$ cat config.mk
export PLATFORM = sky130hd
export DESIGN_NAME = de_scoreboard
export DESIGN_NICKNAME = d
export VERILOG_FILES = /design/src/rtl/de_scoreboard_pkg.sv /design/src/rtl/de_scoreboard_sb_counter.sv /design/src/rtl/de_scoreboard.sv
export SDC_FILE = /design/constraint.sdc
export NUM_CORES = 1
export LEC_CHECK = 0
export ABC_AREA = 1
export BUFFER_PORTS_ARGS = -buffer_cell sky130_fd_sc_hd__buf_2
export CAP_MARGIN = 5
export CORE_MARGIN = 10
export CORE_UTILIZATION = 60
export CTS_CLUSTER_SIZE = 30
export DETAILED_ROUTE_END_ITERATION = 7
export PLACE_DENSITY = 0.81
export SLEW_MARGIN = 15
export SYNTH_ARGS = -nofsm -noshare
export SYNTH_HDL_FRONTEND = slang
export SYNTH_SLANG_ARGS = --single-unit
$ cat constraint.sdc
create_clock -name clk -period 2.7 [get_ports clk]
set_clock_uncertainty 0.2 [all_clocks]
set_input_delay 0.405 -clock clk [delete_from_list [all_inputs] [get_ports clk]]
set_output_delay 0.405 -clock clk [all_outputs]
set_load 0.005 [all_outputs]
$ cat src/rtl/de_scoreboard_pkg.sv
// de_scoreboard_pkg: default sizing shared by the decode-stage register scoreboard.
package de_scoreboard_pkg;
    localparam int SB_NREGS     = 32;
    localparam int SB_REGNOBITS = 5;
    localparam int SB_CNTBITS   = 2;
endpackage

$ cat src/rtl/de_scoreboard_sb_counter.sv
// de_scoreboard_sb_counter: saturating up/down pending-write counter with zero flag.
module de_scoreboard_sb_counter #(
    parameter int CNTBITS = 2
) (
    input  logic               clk,
    input  logic               reset,
    input  logic               inc,
    input  logic               dec,
    output logic [CNTBITS-1:0] count,
    output logic               zero
);
    logic [CNTBITS-1:0] cnt_d, cnt_q;
    logic               dn;
    always_comb begin
        dn    = dec && cnt_q != '0;
        cnt_d = reset ? '0 :
                (inc && !dn && cnt_q != '1) ? cnt_q + CNTBITS'(1) :
                (dn && !inc) ? cnt_q - CNTBITS'(1) : cnt_q;
    end
    always_ff @(posedge clk) cnt_q <= cnt_d;
    assign count = cnt_q;
    assign zero  = cnt_q == '0;
endmodule

$ cat src/rtl/de_scoreboard.sv
// de_scoreboard: per-register pending-write scoreboard driving the DE stall.
// DE_SB_WB_BYPASS_EN lets a reader whose last pending writer retires this cycle proceed.
module de_scoreboard
    import de_scoreboard_pkg::*;
#(
    parameter int NREGS     = SB_NREGS,
    parameter int REGNOBITS = SB_REGNOBITS,
    parameter int CNTBITS   = SB_CNTBITS
) (
    input  logic                 clk,
    input  logic                 reset,
    input  logic                 src1_valid,
    input  logic [REGNOBITS-1:0] src1_regno,
    input  logic                 src2_valid,
    input  logic [REGNOBITS-1:0] src2_regno,
    input  logic                 de_valid,
    input  logic                 dst_wr,
    input  logic [REGNOBITS-1:0] dst_regno,
    input  logic                 wb_wr_reg,
    input  logic [REGNOBITS-1:0] wb_regno,
    output logic                 stall_DE,
    output logic                 issue,
    output logic [NREGS-1:0]     busy_vec,
    output logic                 sb_error
);
    logic [NREGS-1:0][CNTBITS-1:0] cnt;
    logic [NREGS-1:0]              zero;
    logic hz1, hz2, hzd, rel1, rel2, sb_error_d, sb_error_q;
    assign cnt[0]  = '0;
    assign zero[0] = 1'b1;
    for (genvar r = 1; r < NREGS; r++) begin : g_cnt
        de_scoreboard_sb_counter #(.CNTBITS(CNTBITS)) u_cnt (
            .clk   (clk),
            .reset (reset),
            .inc   (issue && dst_wr && dst_regno == REGNOBITS'(r)),
            .dec   (wb_wr_reg && wb_regno == REGNOBITS'(r)),
            .count (cnt[r]),
            .zero  (zero[r])
        );
    end
`ifdef DE_SB_WB_BYPASS_EN
    assign rel1 = wb_wr_reg && wb_regno == src1_regno && cnt[src1_regno] == CNTBITS'(1);
    assign rel2 = wb_wr_reg && wb_regno == src2_regno && cnt[src2_regno] == CNTBITS'(1);
`else
    assign rel1 = 1'b0;
    assign rel2 = 1'b0;
`endif
    always_comb begin
        hz1        = src1_valid && src1_regno != '0 && !zero[src1_regno] && !rel1;
        hz2        = src2_valid && src2_regno != '0 && !zero[src2_regno] && !rel2;
        hzd        = dst_wr && dst_regno != '0 && &cnt[dst_regno];
        stall_DE   = de_valid && (hz1 || hz2 || hzd);
        issue      = de_valid && !stall_DE;
        // a retire with nothing pending is a pipeline bookkeeping bug; latch it
        sb_error_d = reset ? 1'b0 : sb_error_q || (wb_wr_reg && wb_regno != '0 && zero[wb_regno]);
    end
    always_ff @(posedge clk) sb_error_q <= sb_error_d;
    assign busy_vec = ~zero;
    assign sb_error = sb_error_q;
endmodule

==> qor.yml, run 1 <==
placed_design:
  dpl_cell_area_sq_um: 6530
  preCtsSetupSlack_ns: -0.175
  hpwlAfterDp_microns: 17100
  place_congestion: 1.09
  portBuffers: 60
  dpl.cell_count: 1289
yosys:
  synth_area_per_cell_sq_um: 5.27
  syn-instance-count: 1064
  syn-num-nets: 1091
  async_flop_share_pct: 0
  synth_area_sq_um: 5600
  ys_warn_count: 0
  synth-main-ff-cell: "dfxtp_1"
  yosys_register_bits: 63
  ys_types: 34
  yosysSeqAreaShare_pct: 22.5
  synth-edff-count: 0
route:
  vias_per_cell: 5.86
  drtPass1Iterations: 8
  vias: 7689
  drt_iter0_markers: 1103
  drc: 2
  drtAntennaViolNets: 0
  wl_per_cell_microns: 16.7
  wl_microns: 21800
sta:
  worst_slack_ns: 0.0842
  maxSlewViolCount: 0
  setup_tns_ns: 0
  min_period_ns: 2.62
  finalHoldViolCount: 0
  fin_crit_sh_pct: 96.9
  timing.fmax_ghz: 0.382
  whs_ns: 0.147
  setup_viol: 0
  tightest_slew_ns: 0.610
  slew_headroom_pct: 59.3
power:
  leakage_nw: 3.36
  vdd_ir_drop_max_v: 0.000278
  p_per_area_nw_per_um2: 335
grt:
  grt_max_degree: 22
  grt_first_pass_wirelength_microns: 34200
  antenna_found_initial: 0
  grt-ovfl-total: 0
  grt_use_total_pct: 32.0
  top_usage_layer: "met2"
  grt.met1_usage_pct: 40.0
  use_met3_pct: 7.55
  grt_pass1_vias: 6875
  grt_util_met2_pct: 48.2
finish:
  diodes: 0
  seq_area_sq_um: 1290
  design_area_sq_um: 6970
  fin_cells: 1311
  area_growth_pct: 24.3
  drive_above_1_share_pct: 19.9
  multi_input_area_sq_um: 3700
  fillers: 820
  final_nets: 1222
clock_tree:
  cts.sinks: 63
  tritoncts: "built"
  path_clk_slew_ns: 0.08
  h-tree-depth: 3
  cts_hold_buf: 0
  ctsLongestPathBuffers: 2
  cts-root-buf: "clkbuf_8"
  clk-insertion-delay-late_ns: 0.36
  cts_made_buffers: 9
worst_setup_path:
  rr_worst_depth: 15
  worstSetupPathType: "flop to output port"
  startpoint_type: "flop"
  worstPathRequired_ns: 2.10
  worstPathArrival_ns: 2.01
  critPathCaptureType: "output port"
  crit_path_max_fanout: 3
die:
  rows: 35
  die_area_sq_um: 13600
  io-pin-count: 62
  fp.coreArea_sq_um: 9150
  die_h_microns: 117
  start_util_pct: 61.2
  dieWidth_microns: 117
run:
  drv_cap: 0
worst_hold_path:
  min_path_cells: 3
  hold_path.class: "input port to flop"
run_status:
  violations: "design-rule violations"
  status: "finished with violations"
-- worst paths after layout --
| check | start | end | slack, ns |
|---|---|---|---|
| setup / recovery | g_cnt[21].u_cnt.count[0] | stall_DE | 0.08 |
| hold / removal | wb_wr_reg | sb_error | 0.15 |
| setup reg to reg | g_cnt[21].u_cnt.count[0] | g_cnt[8].u_cnt.count[0] | 0.12 |
| hold reg to reg | g_cnt[26].u_cnt.count[1] | g_cnt[26].u_cnt.count[1] | 0.27 |
-- worst max-delay path, stage by stage, from the launching register on --
cell and delay (ns):
dfxtp_1 0.47, nor2_4 0.07, nand2_1 0.08, nand2_1 0.06, nor2_1 0.09, o21ai_1 0.08
nand3_1 0.07, nand2_1 0.08, nand2_1 0.08, nand3_2 0.11, buf_4 0.16, nand3_4 0.10
nand2_1 0.05, inv_1 0.05, buf_2 0.10
-- cell usage after synthesis, types with 6 or more instances --
library cell,number,area [sq um]
nand2_1,386,1450
a21oi_1,65,325
o21ai_0,71,355
nor2_1,127,477
nor3_1,7,35.0
o21ai_1,7,35.0
nand3_1,103,515
buf_2,7,35.0
nand2_2,6,37.5
dfxtp_1,63,1260
nand4_1,19,119
clkbuf_1,7,26.3
inv_1,155,582
-- registers in the layout, summed over array words and instances, names as in the netlist --
| name | count |
|---|---|
| g_cnt.u_cnt.count | 62 |
| sb_error | 1 |
-- metrics by stage --
step | power, mW | utilization (%)
3_5_place_dp | 1.33 | 71.4
2_1_floorplan | 1.17 | -
5_1_grt | 2.39 | 76.1
3_3_place_gp | 1.33 | 71.4
4_1_cts | 2.28 | 74.2
6_report | 2.33 | 76.1
-- where the power goes --
group	total [mW]	internal (mW)	switching [mW]
clock network	0.987	0.546	0.441
logic	0.411	0.143	0.268
registers	0.935	0.932	0.00358
-- area by class of cell --
| class | instances | share of cell area (%) |
|---|---|---|
| inverter | 160 | 8.62 |
| tap | 111 | 1.99 |
| clock inverter | 5 | 1.17 |
| timing repair buffer | 146 | 14.7 |
| clock buffer | 11 | 2.03 |
| multi-input combinational | 815 | 53.0 |
| sequential | 63 | 18.5 |
-- routing by layer --
layer | vias up | part of all wire [%]
li1 | 3619 | -
met1 | 3357 | 37
met3 | 139 | 13
met2 | 574 | 43
met5 | - | 0
met4 | 0 | 7.5
-- timing repair --
item                       in CTS  in global routing
gates resized for setup        10                 65
pin swaps                       1                  5
hold endpoints to repair        0                  0
setup endpoints to repair      14                 43
setup buffers                   1                  5
-- kinds of logic (layout without fill, tap and decap cells) --
| group | after synthesis | in the layout | share of synthesized area (%) |
|---|---|---|---|
| AOI/OAI and AO/OA | 157 | 157 | 14.7 |
| buffers and inverters | 186 | 322 | 13.8 |
| DFF | 63 | 63 | 22.5 |
| other | 1 | 1 | 0.0669 |
| and+or+nand+nor | 657 | 657 | 48.9 |
-- cell usage in the layout (no fill, tap or decap), drive strengths merged, types with 2 or more instances in the layout --
cell type  synthesis  final
a21oi             65     65
a22oi              3      3
buf               19    146
bufinv             0      2
clkbuf             7     11
clkinv             2      4
dfxtp             63     63
inv              158    158
nand2            393    393
nand3            103    103
nand4             20     20
nor2             132    132
nor3               7      7
o211ai             2      2
o21a               2      2
o21ai             78     78
o21bai             2      2
or2                2      2
(Power assumes the default switching activity.)
==> run 2: changes to the inputs <==
--- a/config.mk
+++ b/config.mk
@@ -8,6 +8,7 @@
 export ABC_AREA = 1
 export BUFFER_PORTS_ARGS = -buffer_cell sky130_fd_sc_hd__buf_2
 export CAP_MARGIN = 5
+export CORE_ASPECT_RATIO = 1.75
 export CORE_MARGIN = 10
 export CORE_UTILIZATION = 60
 export CTS_CLUSTER_SIZE = 30
==> qor.yml, run 2 (synthesized netlist as in run 1, its figures left out) <==
run_status:
  status: "completed"
route:
  vias: 7749  # +0.78%
  wl_per_cell_microns: 18.0  # +8.2%
  drc: 0  # -2
  drtPass1Iterations: 6  # -2
  drt_iter0_markers: 831  # -25%
  drtAntennaViolNets: 0  # unchanged
  wl_microns: 24000  # +9.9%
  vias_per_cell: 5.82  # -0.81%
clock_tree:
  tritoncts: "built"
  h-tree-depth: 3  # unchanged
  path_clk_slew_ns: 0.06  # -0.02 ns
  clk-insertion-delay-late_ns: 0.34  # -0.02 ns
  cts.sinks: 63  # unchanged
  cts_made_buffers: 9  # unchanged
  ctsLongestPathBuffers: 2  # unchanged
  cts_hold_buf: 0  # unchanged
  cts-root-buf: "clkbuf_16"
finish:
  fillers: 819  # -0.12%
  design_area_sq_um: 7080  # +1.6%
  diodes: 0  # unchanged
  drive_above_1_share_pct: 18.7  # -1.2 points
  largest_reg_flops: 62  # unchanged
  area_growth_pct: 26.3
  layout_commonest_cell: "nand2_1"
  layout_common_cells: "nand2_1, inv_1, nor2_1, nand3_1, buf_4"
  final_nets: 1235  # +1.1%
sta:
  setup_tns_ns: 0  # unchanged
  min_period_ns: 2.68  # +0.0663 ns
  finalHoldViolCount: 0  # unchanged
  maxSlewViolCount: 0  # unchanged
  slew_headroom_pct: 63.5  # +4.2 points
  timing.fmax_ghz: 0.373  # -2.5%
  tightest_slew_ns: 0.534  # -0.0760 ns
  whs_ns: 0.138  # -0.00924 ns
  setup_viol: 0  # unchanged
  fin_crit_sh_pct: 99.3  # +2.5 points
  rsz0062_at_grt: "true"
  worst_slack_ns: 0.0179  # -0.0663 ns
worst_setup_path:
  crit_path_max_fanout: 3  # unchanged
  worstSetupPathType: "flop to output port"
  r2r-start: "g_cnt[24].u_cnt.count[1]"
  startpoint: "g_cnt[24].u_cnt.count[1]"
  reg2reg_slack_ns: 0.08  # -0.04 ns
  critPathCaptureType: "output port"
  startpoint_type: "flop"
  worstPathArrival_ns: 2.08  # +0.07 ns
  worstPathRequired_ns: 2.10  # about the same
  timing.rr.end: "g_cnt[4].u_cnt.count[0]"
  crit_path_end: "stall_DE"
  rr_worst_depth: 20  # +5
grt:
  grt_max_degree: 43  # +95%
  antenna_found_initial: 0  # unchanged
  grt_first_pass_wirelength_microns: 36800  # +7.6%
  grt_pass1_vias: 7412  # +7.8%
  grt_use_total_pct: 34.0  # +2.0 points
  grt-ovfl-total: 0  # unchanged
power:
  leakage_nw: 3.42  # +1.8%
  p_per_area_nw_per_um2: 349  # +4.2%
  vdd_ir_drop_max_v: 0.000347  # +25%
die:
  rows: 46  # +31%
  fp.coreArea_sq_um: 9090  # -0.64%
  dieWidth_microns: 93.1  # -20%
  die_h_microns: 148  # +27%
  io-pin-count: 62  # unchanged
  start_util_pct: 61.6  # +0.40 points
  die_area_sq_um: 13800  # +1.1%
placed_design:
  dpl_cell_area_sq_um: 6550  # +0.33%
  hpwlAfterDp_microns: 18300  # +6.9%
  preCtsSetupSlack_ns: -0.176  # -0.00135 ns
  portBuffers: 60  # unchanged
  place_congestion: 1.11  # +1.3%
run:
  drv_cap: 0  # unchanged
worst_hold_path:
  hold_path.class: "input port to flop"
-- run 2: area by class of cell --
class / count / area (sq um) / area share, %
Sequential cell: 63 / 1270 / 17.9
Clock inverter: 4 / 32.5 / 0.460
Timing Repair Buffer: 159 / 1110 / 15.7
Tap cell: 120 / 150 / 2.12
Inverter: 160 / 601 / 8.49
Multi-Input combinational cell: 815 / 3670 / 51.9
Clock buffer: 11 / 243 / 3.43
-- run 2: repair_timing --
item / CTS / global route
setup endpoints to repair: 10 / 53
pin swaps: 1 / 7
gates resized for setup: 9 / 42
hold endpoints to repair: 0 / 0
cloned: 0 / 1
setup buffers: 1 / 9
-- run 2: power by group --
| part | internal [mW] | switching (mW) | leakage (nW) |
|---|---|---|---|
| clock | 0.645 | 0.476 | 0.128 |
| combinational | 0.141 | 0.272 | 2.78 |
| sequential | 0.934 | 0.00298 | 0.511 |
| total | 1.72 | 0.751 | 3.42 |
-- run 2: worst max-delay path, cell delays in order (launching register included) --
cell	delay [ns]
dfxtp_1	0.34
inv_1	0.08
o21ai_0	0.22
nand2_1	0.17
nand2_1	0.10
nand2_1	0.06
nand2_1	0.08
inv_1	0.04
nand2_1	0.05
nand2_1	0.06
nand2_1	0.10
nand2_2	0.10
nand3_4	0.09
nand2_1	0.07
inv_1	0.06
buf_2	0.10
-- run 2: metrics by stage --
step / std cells / util, % / power (mW)
2_1_floorplan: 1064 / - / 1.17
3_3_place_gp: 1306 / 72.1 / 1.32
3_5_place_dp: 1306 / 72.1 / 1.32
4_1_cts: 1322 / 75.5 / 2.41
5_1_grt: 1332 / 77.8 / 2.51
6_report: 1332 / 77.8 / 2.47
-- run 2: worst min-delay path by stage --
stage / from / end / slack, ns / depth (start not counted)
2_1_floorplan: g_cnt[30].u_cnt.count[1] / g_cnt[30].u_cnt.count[1] / 0.24 / 2
4_1_cts: wb_wr_reg / sb_error / 0.14 / 3
5_1_grt: wb_wr_reg / sb_error / 0.18 / 3
6_report: wb_wr_reg / sb_error / 0.14 / 3
3_5_place_dp: g_cnt[20].u_cnt.count[1] / g_cnt[20].u_cnt.count[1] / 0.25 / 2
3_3_place_gp: g_cnt[22].u_cnt.count[1] / g_cnt[22].u_cnt.count[1] / 0.25 / 2
-- run 2: layer usage --
layer / track usage (%) / share of wire [%] / vias up
met5: 0 / 0 / -
met4: 29.3 / 10 / 0
met3: 8.57 / 10 / 196
met2: 57.5 / 47 / 524
met1: 33.4 / 33 / 3388
li1: - / - / 3641
